$ cat src/rtl/mcpu_main_ctrl.sv
// Main control FSM for the multi-cycle MIPS-subset CPU: sequences each instruction,
// drives datapath enables/selects and the ALU-control aluop, and counts retirements.
//
//  state  | meaning
//  -------+-------------------------------------------------
//  FETCH  | request instruction, load IR and PC+4 on ready
//  DECODE | read regs, precompute branch target into ALUOut
//  MEMADR | compute lw/sw effective address
//  MEMRD  | data read, wait for ready
//  MEMWB  | write MDR to rt
//  MEMWR  | data write, wait for ready
//  REXE   | R-type ALU operation
//  RWB    | write ALUOut to rd
//  IEXE   | immediate ALU operation
//  IWB    | write ALUOut to rt
//  BRANCH | compare, load PC from ALUOut if taken
//  JUMP   | j/jal
//  JR     | jr/jalr
module mcpu_main_ctrl #(
   parameter int RET_W = 32
) (
   input  logic             clk,
   input  logic             rst_n,
   input  logic [5:0]       opcode,
   input  logic [5:0]       funct,
   input  logic [4:0]       rt,
   input  logic             alu_zero,
   input  logic             mem_ready,
   output logic             mem_req,
   output logic             mem_we,
   output logic             iord,
   output logic             ir_write,
   output logic             pc_en,
   output logic [1:0]       pc_source,
   output logic             alu_src_a,
   output logic [1:0]       alu_src_b,
   output logic [3:0]       aluop,
   output logic             reg_write,
   output logic [1:0]       reg_dst,
   output logic [1:0]       wb_sel,
   output logic             illegal,
   output logic [3:0]       state,
   output logic [RET_W-1:0] retired
);

   typedef enum logic [3:0] {
      S_FETCH  = 4'd0,  S_DECODE = 4'd1,  S_MEMADR = 4'd2,  S_MEMRD = 4'd3,
      S_MEMWB  = 4'd4,  S_MEMWR  = 4'd5,  S_REXE   = 4'd6,  S_RWB   = 4'd7,
      S_IEXE   = 4'd8,  S_IWB    = 4'd9,  S_BRANCH = 4'd10, S_JUMP  = 4'd11,
      S_JR     = 4'd12
   } state_t;

   state_t state_q, state_n;
   logic   funct_ok;
   logic   retire;

   always_ff @(posedge clk or negedge rst_n) begin
      if (!rst_n) begin
         state_q <= S_FETCH;
         retired <= '0;
      end else begin
         state_q <= state_n;
         if (retire) retired <= retired + RET_W'(1);
      end
   end

   assign state = state_q;

   always_comb begin
      funct_ok = 1'b0;
      case (funct)
         6'h00, 6'h02, 6'h03, 6'h04, 6'h06, 6'h07, 6'h08, 6'h09,
         6'h20, 6'h21, 6'h22, 6'h23, 6'h24, 6'h25, 6'h26, 6'h27,
         6'h2a, 6'h2b: funct_ok = 1'b1;
         default:      funct_ok = 1'b0;
      endcase
   end

   always_comb begin
      state_n   = state_q;
      mem_req   = 1'b0;
      mem_we    = 1'b0;
      iord      = 1'b0;
      ir_write  = 1'b0;
      pc_en     = 1'b0;
      pc_source = 2'd0;
      alu_src_a = 1'b0;
      alu_src_b = 2'd0;
      aluop     = 4'h0;
      reg_write = 1'b0;
      reg_dst   = 2'd0;
      wb_sel    = 2'd0;
      illegal   = 1'b0;
      case (state_q)
         S_FETCH: begin
            mem_req   = 1'b1;
            alu_src_b = 2'd1;
            if (mem_ready) begin
               ir_write = 1'b1;
               pc_en    = 1'b1;
               state_n  = S_DECODE;
            end
         end
         S_DECODE: begin
            alu_src_b = 2'd3;
            state_n   = S_FETCH;
            case (opcode)
               6'h00: begin
                  if (!funct_ok)                          illegal = 1'b1;
                  else if (funct == 6'h08 || funct == 6'h09) state_n = S_JR;
                  else                                    state_n = S_REXE;
               end
               6'h01: begin
                  if (rt == 5'd0 || rt == 5'd1) state_n = S_BRANCH;
                  else                          illegal = 1'b1;
               end
               6'h02, 6'h03:                      state_n = S_JUMP;
               6'h04, 6'h05, 6'h06, 6'h07:        state_n = S_BRANCH;
               6'h08, 6'h09, 6'h0a, 6'h0b,
               6'h0c, 6'h0d, 6'h0e, 6'h0f:        state_n = S_IEXE;
               6'h23, 6'h2b:                      state_n = S_MEMADR;
               default:                           illegal = 1'b1;
            endcase
         end
         S_MEMADR: begin
            alu_src_a = 1'b1;
            alu_src_b = 2'd2;
            state_n   = (opcode == 6'h23) ? S_MEMRD : S_MEMWR;
         end
         S_MEMRD: begin
            mem_req = 1'b1;
            iord    = 1'b1;
            if (mem_ready) state_n = S_MEMWB;
         end
         S_MEMWB: begin
            reg_write = 1'b1;
            wb_sel    = 2'd1;
            state_n   = S_FETCH;
         end
         S_MEMWR: begin
            mem_req = 1'b1;
            mem_we  = 1'b1;
            iord    = 1'b1;
            if (mem_ready) state_n = S_FETCH;
         end
         S_REXE: begin
            alu_src_a = 1'b1;
            aluop     = 4'h2;
            state_n   = S_RWB;
         end
         S_RWB: begin
            reg_write = 1'b1;
            reg_dst   = 2'd1;
            state_n   = S_FETCH;
         end
         S_IEXE: begin
            alu_src_a = 1'b1;
            alu_src_b = 2'd2;
            state_n   = S_IWB;
            case (opcode)
               6'h08, 6'h09: aluop = 4'h3;
               6'h0a:        aluop = 4'h8;
               6'h0b:        aluop = 4'h9;
               6'h0c:        aluop = 4'h4;
               6'h0d:        aluop = 4'h5;
               6'h0e:        aluop = 4'h6;
               6'h0f:        aluop = 4'h7;
               default:      aluop = 4'h0;
            endcase
         end
         S_IWB: begin
            reg_write = 1'b1;
            state_n   = S_FETCH;
         end
         S_BRANCH: begin
            alu_src_a = 1'b1;
            pc_source = 2'd1;
            state_n   = S_FETCH;
            case (opcode)
               6'h04:   aluop = 4'h1;
               6'h05:   aluop = 4'hb;
               6'h06:   aluop = 4'hd;
               6'h07:   aluop = 4'hc;
               6'h01:   aluop = rt[0] ? 4'hf : 4'he;
               default: aluop = 4'h0;
            endcase
            // bne and bgez are the only inverted-sense branches
            if (opcode == 6'h05 || (opcode == 6'h01 && rt[0])) pc_en = !alu_zero;
            else                                              pc_en = alu_zero;
         end
         S_JUMP: begin
            pc_en     = 1'b1;
            pc_source = 2'd2;
            state_n   = S_FETCH;
            if (opcode == 6'h03) begin
               reg_write = 1'b1;
               reg_dst   = 2'd2;
               wb_sel    = 2'd2;
            end
         end
         S_JR: begin
            pc_en     = 1'b1;
            pc_source = 2'd3;
            state_n   = S_FETCH;
            if (funct == 6'h09) begin
               reg_write = 1'b1;
               reg_dst   = 2'd1;
               wb_sel    = 2'd2;
            end
         end
         default: begin
            illegal = 1'b1;
            state_n = S_FETCH;
         end
      endcase

      retire = (state_q != S_FETCH) && (state_n == S_FETCH) && !illegal;

      // Reset must kill an in-flight request without waiting for a clock
      if (!rst_n) begin
         mem_req   = 1'b0;
         mem_we    = 1'b0;
         iord      = 1'b0;
         ir_write  = 1'b0;
         pc_en     = 1'b0;
         pc_source = 2'd0;
         alu_src_a = 1'b0;
         alu_src_b = 2'd0;
         aluop     = 4'h0;
         reg_write = 1'b0;
         reg_dst   = 2'd0;
         wb_sel    = 2'd0;
         illegal   = 1'b0;
      end
   end

endmodule

$ cat config.mk
export PLATFORM = sky130hd
export DESIGN_NAME = mcpu_main_ctrl
export DESIGN_NICKNAME = d
export VERILOG_FILES = /design/src/rtl/mcpu_main_ctrl.sv
export SDC_FILE = /design/constraint.sdc
export NUM_CORES = 1
export LEC_CHECK = 0
export ABC_AREA = 0
export ABC_CLOCK_PERIOD_IN_PS = 6300
export BUFFER_PORTS_ARGS = -buffer_cell sky130_fd_sc_hd__buf_2
export CAP_MARGIN = 20
export CORE_UTILIZATION = 56
export CTS_CLUSTER_DIAMETER = 50
export CTS_CLUSTER_SIZE = 8
export DETAILED_ROUTE_END_ITERATION = 16
export GPL_ROUTABILITY_DRIVEN = 0
export PLACE_DENSITY = 0.85
export SLEW_MARGIN = 20
export SYNTH_ARGS = -nofsm -noshare
export SYNTH_HDL_FRONTEND = slang
export SYNTH_SLANG_ARGS = --single-unit
export TNS_END_PERCENT = 20
$ cat constraint.sdc
create_clock -name clk -period 6.3 [get_ports clk]
set_input_delay 1.26 -clock clk [delete_from_list [all_inputs] [get_ports clk]]
set_output_delay 1.26 -clock clk [all_outputs]
set_load 0.05 [all_outputs]
==> results of run 1 <==
## critical path: cells and delay by family
kind	cells	cell delay (ns)
and+or+nand+nor	3	1.38
buffers and inverters	2	0.38
AOI/OAI and AO/OA	1	0.12
## metrics by stage
stage | utilization [%] | power, mW | area (sq um)
global placement | 67.4 | 0.614 | 2960
floorplan | - | 0.548 | 2580
finish | 70.3 | 0.841 | 3080
global route | 70.3 | 0.879 | 3080
detailed placement | 67.4 | 0.621 | 2960
CTS | 70.3 | 0.843 | 3080
## sequential cells by signal (all words and copies together) (netlist names)
register / flops
state: 4
retired: 32
## final timing paths
| path | slack [ns] | endpoint |
|---|---|---|
| max | 1.89 | wb_sel[1] |
| min | 0.48 | retired[31] |
| max reg2reg | 3.12 | retired[1] |
| min reg2reg | 0.48 | retired[31] |
| max in group asynchronous | 4.94 | retired[7] |
| min in group asynchronous | 1.02 | retired[13] |
## cells by family (layout without fill, tap and decap cells)
kind of cell | Yosys count | after routing | synth area share, %
AND/OR/NAND/NOR | 157 | 157 | 35.0
AO/OA/AOI/OAI | 42 | 42 | 12.5
flip-flops | 36 | 36 | 35.0
XOR/XNOR | 35 | 35 | 11.9
buffers and inverters | 20 | 92 | 3.84
adder cells (fa/ha/maj) | 2 | 2 | 0.971
multiplexers | 2 | 2 | 0.826
## report_power, final
group          leakage, nW  switching, mW  internal, mW  total, mW
combinational         1.06          0.238        0.0827      0.321
sequential           0.481         0.0457         0.253      0.298
clock               0.0645         0.0823         0.140      0.222
total                 1.60          0.366         0.475      0.841
## layout by cell type, fill, tap and decap left out, types with 3 or more instances in the layout
cell type	n
and2_1	7
nand3_1	12
nand3b_1	3
o22ai_1	3
dfrtp_1	36
o21ai_0	12
nand2_1	34
and4_1	4
nor3_1	19
nor4_2	7
inv_1	6
nor2_1	27
nor4_1	6
a21oi_1	6
or3_1	4
xor2_1	33
clkbuf_8	7
nand2b_1	5
and3_1	9
buf_2	76
## cell type report
type / instances / share of cell area, %
Tap cell: 52 / 2.11
Multi-Input combinational cell: 238 / 51.1
Timing Repair Buffer: 77 / 12.6
Inverter: 7 / 0.852
Clock buffer: 7 / 3.12
Sequential cell: 36 / 29.2
Clock inverter: 1 / 0.974
## layer usage
layer | global-route usage, % | wire (microns) | vias to the layer above
met5 | 0 | 0 | -
met4 | 5.78 | 16 | 0
met3 | 4.94 | 289 | 2
met2 | 40.8 | 2960 | 83
met1 | 36.3 | 2910 | 1141
li1 | - | - | 1189
==> results.cfg, run 1 <==
[place]
place_ws_ns = 1.89
hpwl_mm = 4.33
io_buffers = 76
placed_cells = 410

[grt]
grt_usage_pct = 25.6
grt-ovfl-total = 0
grt_pass1_wl_mm = 10.2
grt_pass1_vias = 2179
grt_start_max_net_pins = 40
antenna_found_initial = 0

[die]
initial_core_util_pct = 58.8
core_area_sq_um = 4380
die_x_microns = 69.8
dieArea_sq_um = 4880
die_h_microns = 69.8
io_pins = 77
fp-row-count = 24

[synth]
synth_area_per_cell_sq_um = 8.76
ys_ff_latch = 36
ys_types = 61
yosysWarnings = 0
ys_top_cells_by_area = dfrtp_1 (35%), xor2_1 (11%), nand2_1 (5.0%), nor2_1 (3.9%), nor3_1 (3.7%)
postSynthCellCount = 294
async_flop_share_pct = 100
ys_seq_area_share_pct = 35.0
synth_edf_count = 0
synth_top_cell_by_area = dfrtp_1
synth_nets = 317
ys.flop_type = dfrtp_1
synth_most_common_cell = dfrtp_1
syn_area_sq_um = 2580
yosysTopAreaCellShare_pct = 35.0
synth_common_cells = dfrtp_1 (36), nand2_1 (34), xor2_1 (33), nor2_1 (27), nor3_1 (19)

[drt]
wl_per_cell_microns = 14.8
drc = 0
antenna_left = 0
dr.pass1.iters = 4
num_vias = 2415
routed_wl_mm = 6.18
drt_first_iter_violations = 179
vias_per_cell = 5.78

[sta]
setup_viol = 0
fin_skew_ns = 0.00368
layout_min_cycle_time_ns = 4.41
hold_viol = 0
fmax_ghz = 0.227
fin_crit_sh_pct = 70.0
slew_headroom_pct = 47.0
rsz0062_at_grt = no
fin_ws_ns = 1.89
worst_pin_slew_ns = 0.794
finalSetupTns_ns = 0
hold_ws_ns = 0.476
slew_viol_final = 0

[pwr]
ir_worst_vdd_v = 0.000276
powerDensity_nw_per_um2 = 273
leakage_nw = 1.60

[worst_setup_path]
crit_path_top_delay_cell = or4b_1
required_ns = 5.04
critPathCaptureType = output port
cp.arrival_ns = 3.15
rr_worst_depth = 7
start_kind = input port
worstPathCellList = buf_2 > or4b_1 > or3b_2 > or2_2 > a2bb2oi_1 > buf_2
crit_top_cell = buf_2
crit_path_max_fanout = 4
critPathMaxStageDelay_ns = 0.56
path_class = input port to output port
reg2reg_from = state[2]
cp-startpoint = funct[1]

[min_path]
hold_path.class = register to register
worstHoldStart = retired[31]
hold_depth = 1

[cells_and_area]
layout.area.seq_sq_um = 901
final_nets = 388
drive_gt1_share_pct = 29.0
nFillCells = 341
instances_no_fill = 418
syn_to_final_growth_pct = 19.7
multi_input_area_sq_um = 1580
n_antenna_cell = 0

[cts]
clk_latency_ns = 0.28
cts_tree = built
ctsHoldBuffers = 0
cts_sinks = 36
clockBufferDepth = 2
postCtsSetupBuffers = 0
cts-buffers-inserted = 5
ctsResizeCount = 0
cts-root-buf = clkbuf_8
clk_pin_slew_ns = 0.07
cts_htree_levels = 2

[flow_run]
cap_violations = 0

[status]
run_status = complete, no violations
Power figures use the tool's default switching activity.
==> inputs of run 2 (changes only) <==
- ABC_CLOCK_PERIOD_IN_PS: 6300 -> 4100
- CORE_UTILIZATION: 56 -> 52
- PLACE_DENSITY: 0.85 -> 0.79
- clock period: 6.3 -> 4.1 ns (I/O delays scaled with it)
==> results.cfg, run 2 (synthesized netlist as in run 1, its figures left out) <==
[worst_setup_path]
critPathMaxStageDelay_ns = 0.56
crit_path_top_delay_cell = or4b_1
rrSetupSlack_ns = 1.10
required_ns = 3.28
rr_worst_depth = 8
cp-startpoint = funct[1]
worstSetupEndpoint = wb_sel[1]
crit_top_cell = buf_2
reg2reg_from = state[2]
cp.arrival_ns = 2.74
start_kind = input port
worstPathCellList = buf_2 > or4b_1 > or3b_2 > or2_2 > a2bb2oi_1 > buf_2
crit_path_max_fanout = 4
critPathCaptureType = output port
r2r_end = retired[28]
path_class = input port to output port

[cts]
cts-root-buf = clkbuf_8
clockBufferDepth = 2
ctsResizeCount = 0
cts_tree = built
clk_latency_ns = 0.29
postCtsSetupBuffers = 0
cts_htree_levels = 2
ctsHoldBuffers = 0
cts-buffers-inserted = 5
clk_pin_slew_ns = 0.08
cts_sinks = 36

[cells_and_area]
final_nets = 389
nFillCells = 428
syn_to_final_growth_pct = 18.9
n_antenna_cell = 0
final_cell_mix = buf_2 (76), dfrtp_1 (36), nand2_1 (34), xor2_1 (33), nor2_1 (27)
top_register = retired
largest_reg_flops = 32
drive_gt1_share_pct = 29.0
layout_commonest_cell = buf_2

[sta]
rsz0062_at_grt = no
slew_headroom_pct = 52.1
setup_viol = 0
fin_crit_sh_pct = 86.8
layout_min_cycle_time_ns = 3.56
fmax_ghz = 0.281
fin_skew_ns = 0.00891
finalSetupTns_ns = 0
worst_pin_slew_ns = 0.719
hold_viol = 0
hold_ws_ns = 0.462
slew_viol_final = 0

[pwr]
p_seq_share_pct = 38.4
clockPowerShare_pct = 20.2
powerDensity_nw_per_um2 = 389
internal_power_mw = 0.635
leakage_nw = 1.58
ir_worst_vdd_v = 0.000474
p_switching_mw = 0.558
p_sw_share_pct = 46.8
power_frac_comb_pct = 41.4

[drt]
vias_per_cell = 5.61
dr.pass1.iters = 4
routed_wl_mm = 6.17
drt_first_iter_violations = 187
num_vias = 2429
drc = 0
wl_per_cell_microns = 14.3
antenna_left = 0

[die]
fp-row-count = 25
initial_core_util_pct = 54.2
io_pins = 77
die_x_microns = 72.4
die_h_microns = 72.4
core_area_sq_um = 4750
dieArea_sq_um = 5240

[grt]
grt_start_max_net_pins = 39
grt_usage_pct = 24.8
grt-ovfl-total = 0
grt_pass1_wl_mm = 10.2
antenna_found_initial = 0
grt_pass1_vias = 2268

[flow_run]
cap_violations = 0

[place]
hpwl_mm = 4.50
io_buffers = 76

[status]
run_status = complete, no violations

[min_path]
hold_path.class = register to register
## run 2: changes by cell type in the layout (fill, tap and decap cells not counted), sizes merged
cell	before	now
bufinv	1	0
clkinv	0	1
buf	77	78
clkbuf	7	5
clkinvlp	0	1
## run 2: cell type report
| type | count | area, sq um | area share, % |
|---|---|---|---|
| Tap cell | 67 | 83.8 | 2.74 |
| Timing Repair Buffer | 78 | 395 | 12.9 |
| Sequential cell | 36 | 901 | 29.4 |
| Inverter | 7 | 26.3 | 0.857 |
| Clock inverter | 2 | 12.5 | 0.408 |
| Clock buffer | 5 | 68.8 | 2.25 |
| Multi-Input combinational cell | 238 | 1580 | 51.4 |
## run 2: worst max-delay path: cells and delay by family
family | cells | cell delay, ns
buffers and inverters | 2 | 0.39
AND/OR/NAND/NOR | 3 | 1.40
AO/OA/AOI/OAI | 1 | 0.13
## run 2: metrics by stage
stage          std cells  power (mW)  area (sq um)  worst slack (ns)  utilization [%]
2_1_floorplan        294       0.843          2580             0.225                -
3_3_place_gp         426       0.949          2980             0.595             62.7
3_5_place_dp         426       0.957          2980             0.551             62.7
4_1_cts              433        1.20          3060             0.547             64.4
5_1_grt              433        1.26          3060             0.488             64.4
6_report             433        1.19          3060             0.542             64.4
## run 2: power groups by stage
stage	sequential, mW	clock, mW	combinational (mW)
after CTS	0.456	0.245	0.497
final	0.457	0.241	0.494
after detailed placement	0.461	0	0.495
after floorplan	0.549	0	0.294
after global routing	0.466	0.259	0.531
after global placement	0.461	0	0.488
## run 2: worst min-delay path by stage
stage	depth (start not counted)	startpoint	slack, ns	to
global placement	1	retired[31]	0.45	retired[31]
CTS	1	retired[31]	0.47	retired[31]
floorplan	0	rst_n	0.52	retired[0]
finish	1	retired[31]	0.46	retired[31]
detailed placement	1	retired[31]	0.45	retired[31]
global route	1	retired[31]	0.49	retired[31]
## run 2: layer usage
layer / vias to the layer above / GRT usage, % / wire [microns]
li1: 1193 / - / -
met1: 1150 / 33.0 / 2790
met2: 77 / 40.5 / 2980
met3: 9 / 4.44 / 299
met4: 0 / 8.93 / 107
met5: - / 0 / 0
==> inputs of run 3 (changes only) <==
- CORE_MARGIN: unset -> 2
==> results.cfg, run 3 (synthesized netlist as in run 1, its figures left out) <==
[status]
run_status = complete, no violations

[cells_and_area]
layout_commonest_cell = buf_2
final_nets = 388
syn_to_final_growth_pct = 19.7
final_cell_mix = buf_2 (76), dfrtp_1 (36), nand2_1 (34), xor2_1 (33), nor2_1 (27)
n_antenna_cell = 0
instances_no_fill = 433
top_register = retired
largest_reg_flops = 32
drive_gt1_share_pct = 28.7

[drt]
drt-met1-wl_mm = 2.82
vias_per_cell = 5.59
wl_per_cell_microns = 14.3
num_vias = 2422
top_layer_used = met4
drc = 0
antenna_left = 0
routed_wl_mm = 6.21
wl_met2_mm = 2.97
dr.pass1.iters = 4
wl_met3_microns = 380
drt_first_iter_violations = 170

[grt]
grt-ovfl-total = 0
antenna_found_initial = 0
grt_usage_pct = 23.1
grt_start_max_net_pins = 39
grt_pass1_vias = 2181
grt_pass1_wl_mm = 9.98

[flow_run]
cap_violations = 0

[place]
place_ws_ns = 0.542
placed_cells = 425
hpwl_mm = 4.50
io_buffers = 76

[cts]
cts_tree = built
cts_sinks = 36
cts-root-buf = clkbuf_8
clk_pin_slew_ns = 0.08
ctsResizeCount = 0
postCtsSetupBuffers = 0
cts_htree_levels = 2
ctsHoldBuffers = 0
clk_latency_ns = 0.29
clockBufferDepth = 2
cts-buffers-inserted = 5

[worst_setup_path]
required_ns = 3.28
start_kind = input port
path_class = input port to output port
cp.arrival_ns = 2.74
critPathCaptureType = output port
crit_path_max_fanout = 4

[pwr]
powerDensity_nw_per_um2 = 406
p_sw_share_pct = 44.5
leakage_nw = 1.59
p_seq_share_pct = 36.5
internal_power_mw = 0.695
clockPowerShare_pct = 24.5
ir_worst_vdd_v = 0.000589
p_switching_mw = 0.557
power_frac_comb_pct = 39.0

[sta]
fmax_ghz = 0.281
slew_viol_final = 0
slew_headroom_pct = 48.8
setup_viol = 0
fin_crit_sh_pct = 86.8
fin_skew_ns = 0.0139
worst_pin_slew_ns = 0.767
hold_viol = 0
layout_min_cycle_time_ns = 3.56
finalSetupTns_ns = 0
rsz0062_at_grt = no
fin_ws_ns = 0.541

[min_path]
hold_path.class = register to register

[die]
die_h_microns = 74.4
core_area_sq_um = 4750
dieArea_sq_um = 5530
die_x_microns = 74.4
io_pins = 77
fp-row-count = 25
initial_core_util_pct = 54.2
[run 3: cell types whose count changed in the layout (fill, tap and decap cells not counted)]
cell	change
buf_4	-1
bufinv_16	+1
clkinvlp_4	-1
clkbuf_1	+1
[run 3: metal layers]
metal,track usage (%),up-vias
li1,-,1195
met1,31.6,1138
met2,37.0,82
met3,4.47,7
met4,7.34,0
met5,0,-
[run 3: area by class of cell]
type	count	area [sq um]
fill	418	1670
multi-input combinational	238	1580
sequential	36	901
timing repair buffer	77	388
tap	67	83.8
clock buffer	6	72.6
clock inverter	2	35.0
inverter	7	26.3
[run 3: final timing paths]
kind | from | to | slack (ns) | cells after the start
setup / recovery | funct[1] | wb_sel[1] | 0.54 | 6
hold / removal | retired[31] | retired[31] | 0.48 | 1
setup reg to reg | state[2] | retired[1] | 1.02 | 7
hold reg to reg | retired[31] | retired[31] | 0.48 | 1
max in group asynchronous | rst_n | retired[5] | 3.14 | 2
min in group asynchronous | rst_n | retired[13] | 0.61 | 2
[run 3: worst max-delay path: stages]
cell and delay, ns:
buf_2 0.11, or4b_1 0.56, or3b_2 0.51, or2_2 0.32
a2bb2oi_1 0.13, buf_2 0.28
[run 3: power by group through the flow]
stage / Combinational [mW] / Sequential, mW / Clock [mW]
2_1_floorplan: 0.294 / 0.549 / 0
3_3_place_gp: 0.484 / 0.461 / 0
3_5_place_dp: 0.489 / 0.462 / 0
6_report: 0.488 / 0.457 / 0.306
5_1_grt: 0.525 / 0.465 / 0.329
4_1_cts: 0.489 / 0.456 / 0.311
[run 3: through the flow]
step | power, mW | util [%] | hold slack (ns) | area [sq um]
3_5_place_dp | 0.951 | 62.6 | 0.470 | 2980
5_1_grt | 1.32 | 64.8 | 0.503 | 3080
3_3_place_gp | 0.944 | 62.6 | 0.451 | 2980
4_1_cts | 1.26 | 64.8 | 0.481 | 3080
2_1_floorplan | 0.843 | - | 0.524 | 2580
6_report | 1.25 | 64.8 | 0.477 | 3080
